## config.mk

```make
export PLATFORM = sky130hd
export DESIGN_NAME = accuracy_monitor
export DESIGN_NICKNAME = d
export VERILOG_FILES = /design/src/rtl/dnn_pkg.sv /design/src/rtl/ideal_delay_line.sv /design/src/rtl/accuracy_monitor.sv
export SDC_FILE = /design/constraint.sdc
export NUM_CORES = 1
export LEC_CHECK = 0
export CORE_MARGIN = 4
export CORE_UTILIZATION = 35
export CTS_CLUSTER_SIZE = 14
export DETAILED_ROUTE_END_ITERATION = 8
export HOLD_SLACK_MARGIN = 0.15
export PLACE_DENSITY_LB_ADDON = 0.25
export SYNTH_ARGS = -nofsm -noshare
export SYNTH_HDL_FRONTEND = slang
export SYNTH_HIERARCHICAL = 1
export SYNTH_SLANG_ARGS = --single-unit
```

## constraint.sdc

```tcl
create_clock -name cycle_clk -period 6.5 [get_ports cycle_clk]
set_input_delay 1.3 -clock cycle_clk [delete_from_list [all_inputs] [get_ports cycle_clk]]
set_output_delay 1.3 -clock cycle_clk [all_outputs]
set_load 0.05 [all_outputs]
```

## src/rtl/dnn_pkg.sv

```systemverilog
// Shared definitions for the DNN output-layer monitors.
//   mon_state_t   : monitor FSM encoding (IDLE=0, RUN=1, DONE=2)
//   NOUT_DEFAULT  : number of scored output neurons
//   TC_DEFAULT    : training cases per epoch
//   count_width() : register width able to hold values 0..max_val
package dnn_pkg;

    typedef enum logic [1:0] {
        ST_IDLE = 2'd0,
        ST_RUN  = 2'd1,
        ST_DONE = 2'd2
    } mon_state_t;

    localparam int NOUT_DEFAULT = 10;
    localparam int TC_DEFAULT   = 12544;

    function automatic int count_width(input int max_val);
        return (max_val < 1) ? 1 : $clog2(max_val + 1);
    endfunction

endpackage

```

## src/rtl/ideal_delay_line.sv

```systemverilog
// Delays the ideal answer vector so it lines up with the network output.
// Each stage holds a vector plus a valid bit; the line advances only when
// shift is high. DEPTH=0 is a plain pass-through that is always valid.
//   cycle_clk  : clock
//   reset      : synchronous, active-low; clears all valid bits
//   shift      : advance the line by one stage
//   din        : vector entering the line
//   dout       : oldest vector in the line
//   dout_valid : dout holds a real case
module ideal_delay_line #(
    parameter int W     = 32,
    parameter int DEPTH = 2
) (
    input  logic         cycle_clk,
    input  logic         reset,
    input  logic         shift,
    input  logic [W-1:0] din,
    output logic [W-1:0] dout,
    output logic         dout_valid
);

    generate
        if (DEPTH == 0) begin : g_bypass
            logic unused_ctrl;
            assign unused_ctrl = cycle_clk ^ reset ^ shift;
            assign dout        = din;
            assign dout_valid  = 1'b1;
        end else begin : g_line
            logic [W-1:0] data [DEPTH];
            logic [DEPTH-1:0] vld;

            always_ff @(posedge cycle_clk) begin
                if (!reset) begin
                    vld <= '0;
                    for (int i = 0; i < DEPTH; i++) data[i] <= '0;
                end else if (shift) begin
                    data[0] <= din;
                    vld[0]  <= 1'b1;
                    for (int i = 1; i < DEPTH; i++) begin
                        data[i] <= data[i-1];
                        vld[i]  <= vld[i-1];
                    end
                end
            end

            assign dout       = data[DEPTH-1];
            assign dout_valid = vld[DEPTH-1];
        end
    endgenerate

endmodule

```

## src/rtl/accuracy_monitor.sv

```systemverilog
// Scores thresholded network outputs against delayed one-hot ideal answers,
// accumulating correct and ambiguous counts over windows of TC cases, for
// EPOCHS windows, then stops.
//   cycle_clk   : clock
//   reset       : synchronous, active-low
//   en          : a new case is presented this cycle
//   ans_alln    : ideal one-hot answer of the case entering the network
//   actL_alln   : network output of the case from LAT en-cycles earlier
//   run_correct : correct count so far in the current window
//   win_correct : correct count of the last completed window
//   win_ambig   : ambiguous (popcount != 1) count of the last window
//   win_done    : one-cycle pulse after a window closes
//   epoch_cnt   : completed windows
//   state       : FSM state (IDLE=0, RUN=1, DONE=2)
module accuracy_monitor
    import dnn_pkg::*;
#(
    parameter int NN     = 32,
    parameter int NOUT   = NOUT_DEFAULT,
    parameter int TC     = TC_DEFAULT,
    parameter int EPOCHS = 10,
    parameter int LAT    = 2,
    localparam int CW    = count_width(TC),
    localparam int EW    = count_width(EPOCHS)
) (
    input  logic          cycle_clk,
    input  logic          reset,
    input  logic          en,
    input  logic [NN-1:0] ans_alln,
    input  logic [NN-1:0] actL_alln,
    output logic [CW-1:0] run_correct,
    output logic [CW-1:0] win_correct,
    output logic [CW-1:0] win_ambig,
    output logic          win_done,
    output logic [EW-1:0] epoch_cnt,
    output logic [1:0]    state
);

    mon_state_t    st;
    logic [CW-1:0] case_cnt;
    logic [CW-1:0] run_ambig;

    logic [NN-1:0] ideal_d;
    logic          ideal_valid;
    logic          shift;
    logic          score;
    logic          wrap;
    logic          is_correct;
    logic          is_ambig;

    // The IDLE->RUN en cycle already feeds the delay line, so shifting is
    // gated only by DONE.
    assign shift = en && (st != ST_DONE);

    ideal_delay_line #(
        .W     (NN),
        .DEPTH (LAT)
    ) u_delay (
        .cycle_clk  (cycle_clk),
        .reset      (reset),
        .shift      (shift),
        .din        (ans_alln),
        .dout       (ideal_d),
        .dout_valid (ideal_valid)
    );

    // Only the leading NOUT neurons are scored.
    generate
        if (NOUT < NN) begin : g_unused_hi
            logic unused_hi;
            assign unused_hi = ^{actL_alln[NN-1:NOUT], ideal_d[NN-1:NOUT]};
        end
    endgenerate

    assign is_correct = (actL_alln[NOUT-1:0] == ideal_d[NOUT-1:0]);
    assign is_ambig   = ($countones(actL_alln[NOUT-1:0]) != 1);
    assign score      = shift && ideal_valid;
    assign wrap       = score && (case_cnt == CW'(TC - 1));

    always_ff @(posedge cycle_clk) begin
        if (!reset) begin
            st          <= ST_IDLE;
            case_cnt    <= '0;
            run_correct <= '0;
            run_ambig   <= '0;
            win_correct <= '0;
            win_ambig   <= '0;
            epoch_cnt   <= '0;
            win_done    <= 1'b0;
        end else begin
            win_done <= 1'b0;

            case (st)
                ST_IDLE: if (en) st <= ST_RUN;
                ST_RUN:  ;
                ST_DONE: ;
                default: st <= ST_IDLE;
            endcase

            // Placed after the state case so a wrap into DONE wins.
            if (score) begin
                if (wrap) begin
                    case_cnt    <= '0;
                    win_correct <= run_correct + CW'(is_correct);
                    win_ambig   <= run_ambig + CW'(is_ambig);
                    run_correct <= '0;
                    run_ambig   <= '0;
                    epoch_cnt   <= epoch_cnt + 1'b1;
                    win_done    <= 1'b1;
                    if (epoch_cnt == EW'(EPOCHS - 1)) st <= ST_DONE;
                end else begin
                    case_cnt    <= case_cnt + 1'b1;
                    run_correct <= run_correct + CW'(is_correct);
                    run_ambig   <= run_ambig + CW'(is_ambig);
                end
            end
        end
    end

    assign state = st;

endmodule
```

==> results of run 1 <==
## cells in the final DEF, fill, tap and decap left out, types with 2 or more instances in the layout
master,count
nor3_1,8
clkbuf_16,9
o211ai_1,3
nand2_1,42
nor4_1,3
nand3_1,24
edfxtp_1,20
nor2_1,42
a21oi_1,35
or2_2,2
inv_1,18
buf_4,3
and4_1,3
and3_1,22
nand2b_1,5
fa_1,6
a211oi_1,14
o21ai_0,19
xnor2_1,30
or4_1,4
nand4_1,12
and2_1,2
mux2i_1,2
or3_1,5
or2b_1,2
ha_1,10
xor2_1,16
nor2b_1,3
clkbuf_1,4
a31oi_1,11
a2111oi_0,2
a41o_1,2
o41ai_1,2
clkdlybuf4s50_1,71
dfxtp_1,79
## layout make-up
cell class / instances / area, um^2
fillers: 1274 / 7500
multi-input cells: 346 / 2220
flip-flops and latches: 99 / 2180
repair buffers: 74 / 733
clock buffers: 14 / 254
well taps: 176 / 220
inverters: 18 / 67.6
clock inverters: 2 / 13.8
## stage by stage
stage / worst slack, ns / hold WS [ns] / instances / utilization (%)
after global routing: 0.534 / 0.498 / 729 / 43.1
after CTS: 0.885 / 0.461 / 729 / 43.1
final: 0.909 / 0.465 / 729 / 43.1
after detailed placement: 0.544 / 0.452 / 713 / 41.1
after floorplan: 1.45 / 0.436 / 502 / -
after global placement: 0.561 / 0.442 / 713 / 41.1
## report_power, final
part,switching (mW),total [mW],internal [mW]
logic,0.0497,0.0910,0.0414
clock network,0.216,0.487,0.271
registers,0.00414,0.641,0.637
total,0.270,1.22,0.949
## how the worst max path moves through the flow
| stage | endpoint | slack [ns] | depth (start not counted) |
|---|---|---|---|
| final | win_ambig[12] | 0.91 | 19 |
| after global routing | win_ambig[12] | 0.53 | 19 |
| after CTS | win_ambig[12] | 0.89 | 19 |
| after detailed placement | win_ambig[12] | 0.54 | 19 |
| after global placement | win_ambig[12] | 0.56 | 19 |
| after floorplan | win_ambig[12] | 1.45 | 18 |
## registers in the layout (all words and copies together) (netlist names)
| signal | flops |
|---|---|
| case_cnt | 14 |
| epoch_cnt | 4 |
| u_delay/g_line.data | 20 |
| state | 2 |
| win_correct | 14 |
| win_ambig | 14 |
| u_delay/g_line.vld | 2 |
| run_correct | 14 |
| win_done | 1 |
| run_ambig | 14 |
## critical path, stage by stage
cell	delay, ns
clkdlybuf4s50_1	0.55
fa_1	0.46
fa_1	0.52
inv_1	0.05
fa_1	0.43
inv_1	0.07
ha_1	0.15
inv_1	0.05
fa_1	0.37
a2111oi_0	0.40
a21o_1	0.13
nand3_1	0.10
ha_1	0.25
ha_1	0.20
nand3_1	0.18
nor2_1	0.09
and3_1	0.18
xnor2_1	0.18
a21oi_1	0.09
## layer usage
metal	part of all wire [%]	vias up	track usage (%)
met5	0	-	0
met4	1.5	0	5.34
met3	5.0	8	3.22
met2	47	60	22.7
met1	46	1697	17.7
li1	-	1856	-
==> flow_metrics.py, run 1 <==
metrics = {
    "run_status": {
        "status": "completed",
    },
    "clock_tree": {
        "postCtsSetupBuffers": 0,
        "cts_tree": "done",
        "clk_pin_slew_ns": 0.06,
        "cts_max_path_buffers": 2,
        "clk_latency_ns": 0.34,
        "cts.htree.levels": 3,
        "cts_root_buf": "clkbuf_16",
        "ctsHoldBuffers": 0,
        "cts-resized-gates": 0,
        "cts_buffers": 9,
        "cts_sinks": 99,
    },
    "layout": {
        "drive_gt1_share_pct": 3.80,
        "antenna_cells": 0,
        "fin_nets": 631,
        "final_area_um2": 5690,
        "syn_to_final_growth_pct": 20.9,
    },
    "routing": {
        "viasPerCell": 4.97,
        "vias": 3621,
        "drt_iter0_drc": 219,
        "drc_errors": 0,
        "wl_per_cell_um": 14.2,
        "wl_um": 10400,
        "antenna_left": 0,
        "firstDrtPassIters": 4,
    },
    "worst_setup_path": {
        "startpoint": "actL_alln[1]",
        "reg2reg_from": "case_cnt[0]",
        "r2r-end": "state[0]",
        "arrival_ns": 5.76,
        "path_max_fanout": 5,
        "critPathKind": "in -> reg",
        "critPathLaunchType": "input port",
        "r2r_cells": 6,
        "critical_path_required_ns": 6.67,
        "r2r_slack_ns": 3.57,
        "end_kind": "register",
    },
    "floorplan": {
        "die_w_um": 124,
        "io_pins": 116,
        "coreArea_um2": 13200,
        "die_h_um": 124,
        "row_count": 42,
        "start_util_pct": 35.7,
        "die_area_um2": 15400,
    },
    "timing": {
        "slew_headroom_pct": 25.8,
        "period_needed_ns": 5.59,
        "max_freq_mhz": 179,
        "rsz0062_at_grt": "false",
        "skew_ns": 0.0123,
        "tns_ns": 0,
        "min_period_over_period_pct": 86.0,
        "drv_slew": 0,
        "worst_slew_pin_slew_ns": 1.11,
        "hold_violations": 0,
        "finalSetupViolations": 0,
    },
    "synth": {
        "synth_cells": 502,
        "synth.avg_cell_area_um2": 9.37,
        "syn_nets": 585,
        "yosysWarningCount": 6,
        "synth.cell_area_um2": 4710,
    },
    "grt": {
        "globalRouteOverflowTotal": 0,
        "grt_pass1_wl_um": 16800,
        "antenna_found_initial": 0,
        "grt_pass1_vias": 3443,
        "grt_max_degree": 65,
        "grt_usage_pct": 13.8,
    },
    "place": {
        "dp_hpwl_um": 7150,
        "port_buffers": 71,
        "globalplace.congestion": 0.759,
        "place_area_um2": 5420,
    },
    "power": {
        "ir_worst_vdd_uv": 114,
        "power.total_mw": 1.22,
        "power.density_nw_per_um2": 214,
        "leakage_nw": 1.98,
    },
    "job": {
        "max-cap-violations": 0,
    },
    "worst_hold_path": {
        "holdPathStages": 2,
        "hp-start": "win_correct[0]",
        "worstHoldPathType": "reg -> reg",
        "hold_end": "win_correct[0]",
    },
}
Note: power is estimated with default switching activity, not from simulation.
==> inputs of run 2 (changes only) <==
==> constraint.sdc (replaced) <==
create_clock -name cycle_clk -period 6.44 [get_ports cycle_clk]
set_input_delay 1.288 -clock cycle_clk [delete_from_list [all_inputs] [get_ports cycle_clk]]
set_output_delay 1.288 -clock cycle_clk [all_outputs]
set_load 0.01 [all_outputs]
==> run 2 against run 1 <==
  * Wire length increased by 0.40%
  * Critical path depth unchanged
  * Critical path type unchanged
  * Worst hold slack got worse by 0.0054 ns
  * Largest power group unchanged
  * Via count increased by 1.6%
  * Core utilization increased by 0.25 points
  * Cell count decreased by 0.14%
==> flow_metrics.py, run 2 (synthesis gave the netlist of run 1 again) <==
metrics = {
    "clock_tree": {
        "cts-resized-gates": 0,
        "cts_buffers": 9,
        "cts_tree": "done",
        "cts.htree.levels": 3,
        "cts_sinks": 99,
        "clk_latency_ns": 0.35,
        "cts_root_buf": "clkbuf_16",
        "cts_max_path_buffers": 2,
        "ctsHoldBuffers": 0,
        "clk_pin_slew_ns": 0.07,
        "postCtsSetupBuffers": 0,
    },
    "worst_setup_path": {
        "path_max_fanout": 5,
        "critPathLaunchType": "input port",
        "critPathKind": "in -> reg",
        "critical_path_required_ns": 6.62,
        "end_kind": "register",
        "arrival_ns": 5.73,
    },
    "place": {
        "globalplace.congestion": 0.759,
        "port_buffers": 71,
        "dpl.cell_count": 713,
        "dp_hpwl_um": 7150,
    },
    "routing": {
        "drc_errors": 0,
        "drt_iter0_drc": 183,
        "wl_per_cell_um": 14.3,
        "vias": 3680,
        "wl_um": 10400,
        "antenna_left": 0,
        "viasPerCell": 5.05,
        "firstDrtPassIters": 4,
    },
    "timing": {
        "period_needed_ns": 5.55,
        "max_freq_mhz": 180,
        "rsz0062_at_grt": "false",
        "skew_ns": 0.00758,
        "worst_slew_pin_slew_ns": 1.11,
        "min_period_over_period_pct": 86.1,
        "tns_ns": 0,
        "slew_headroom_pct": 26.0,
        "finalSetupViolations": 0,
        "hold_violations": 0,
        "drv_slew": 0,
    },
    "layout": {
        "syn_to_final_growth_pct": 21.6,
        "stdcell_count": 728,
        "top_register": "u_delay/g_line.data",
        "antenna_cells": 0,
        "final_cell_mix": "dfxtp_1 (79), clkdlybuf4s50_1 (71), nand2_1 (42), nor2_1 (42), a21oi_1 (35)",
        "layout_commonest_cell": "dfxtp_1",
        "largest_register_ffs": 20,
        "drive_gt1_share_pct": 4.17,
        "fin_nets": 631,
    },
    "floorplan": {
        "die_h_um": 124,
        "die_area_um2": 15400,
        "start_util_pct": 35.7,
        "io_pins": 116,
        "row_count": 42,
        "die_w_um": 124,
        "coreArea_um2": 13200,
    },
    "grt": {
        "grt_pass1_vias": 3472,
        "globalRouteOverflowTotal": 0,
        "grt_max_degree": 65,
        "antenna_found_initial": 0,
        "grt_pass1_wl_um": 16800,
        "grt_usage_pct": 13.9,
    },
    "job": {
        "max-cap-violations": 0,
    },
    "power": {
        "leakage_nw": 2.00,
        "power.density_nw_per_um2": 223,
        "ir_worst_vdd_uv": 119,
    },
    "worst_hold_path": {
        "worstHoldPathType": "reg -> reg",
    },
    "run_status": {
        "status": "completed",
    },
}
[run 2: path summary, 6_finish.rpt]
kind,from,end,slack [ns],cells after the start
worst max-delay path,actL_alln[1],win_ambig[12],0.89,19
worst min-delay path,win_correct[0],win_correct[0],0.46,2
worst max register to register,case_cnt[0],state[0],3.56,6
worst min register to register,win_correct[0],win_correct[0],0.46,2
[run 2: cell type report]
type | instances | area [um^2]
Clock buffer | 14 | 295
Clock inverter | 1 | 5.00
Fill cell | 1272 | 7470
Inverter | 18 | 67.6
Multi-Input combinational cell | 346 | 2220
Sequential cell | 99 | 2180
Tap cell | 176 | 220
Timing Repair Buffer | 74 | 733
[run 2: per-stage QoR]
stage / area [um^2] / utilization, % / total power [mW] / setup WS, ns / hold slack, ns
final: 5720 / 43.4 / 1.28 / 0.893 / 0.459
after global routing: 5720 / 43.4 / 1.33 / 0.547 / 0.498
after CTS: 5720 / 43.4 / 1.29 / 0.858 / 0.460
after detailed placement: 5420 / 41.1 / 0.753 / 0.509 / 0.451
after global placement: 5420 / 41.1 / 0.749 / 0.513 / 0.442
after floorplan: 4710 / - / 0.726 / 1.40 / 0.436
[run 2: report_power, final]
group,switching (mW),internal (mW),total (mW)
clock network,0.226,0.315,0.541
logic,0.0484,0.0415,0.0899
registers,0.00412,0.643,0.647
[run 2: critical path: stages]
cell	delay (ns)
clkdlybuf4s50_1	0.55
fa_1	0.46
fa_1	0.52
inv_1	0.05
fa_1	0.43
inv_1	0.07
ha_1	0.15
inv_1	0.06
fa_1	0.37
a2111oi_0	0.39
a21o_1	0.13
nand3_1	0.11
ha_1	0.25
ha_1	0.20
nand3_1	0.18
nor2_1	0.09
and3_1	0.18
xnor2_1	0.18
a21oi_1	0.09
[run 2: per-layer routing]
| metal | share of wire, % | track usage, % | vias to the layer above |
|---|---|---|---|
| met4 | 1.6 | 6.98 | 0 |
| met3 | 4.8 | 2.13 | 14 |
| met2 | 48 | 22.5 | 73 |
| met1 | 45 | 18.1 | 1732 |
| li1 | - | - | 1861 |
| met5 | 0 | 0 | - |
==> inputs of run 3 (changes only) <==
Settings changed: SKIP_CTS_REPAIR_TIMING set to 1.
==> results of run 3 <==
The final DEF is identical to that of run 2; final timing and power are the same.
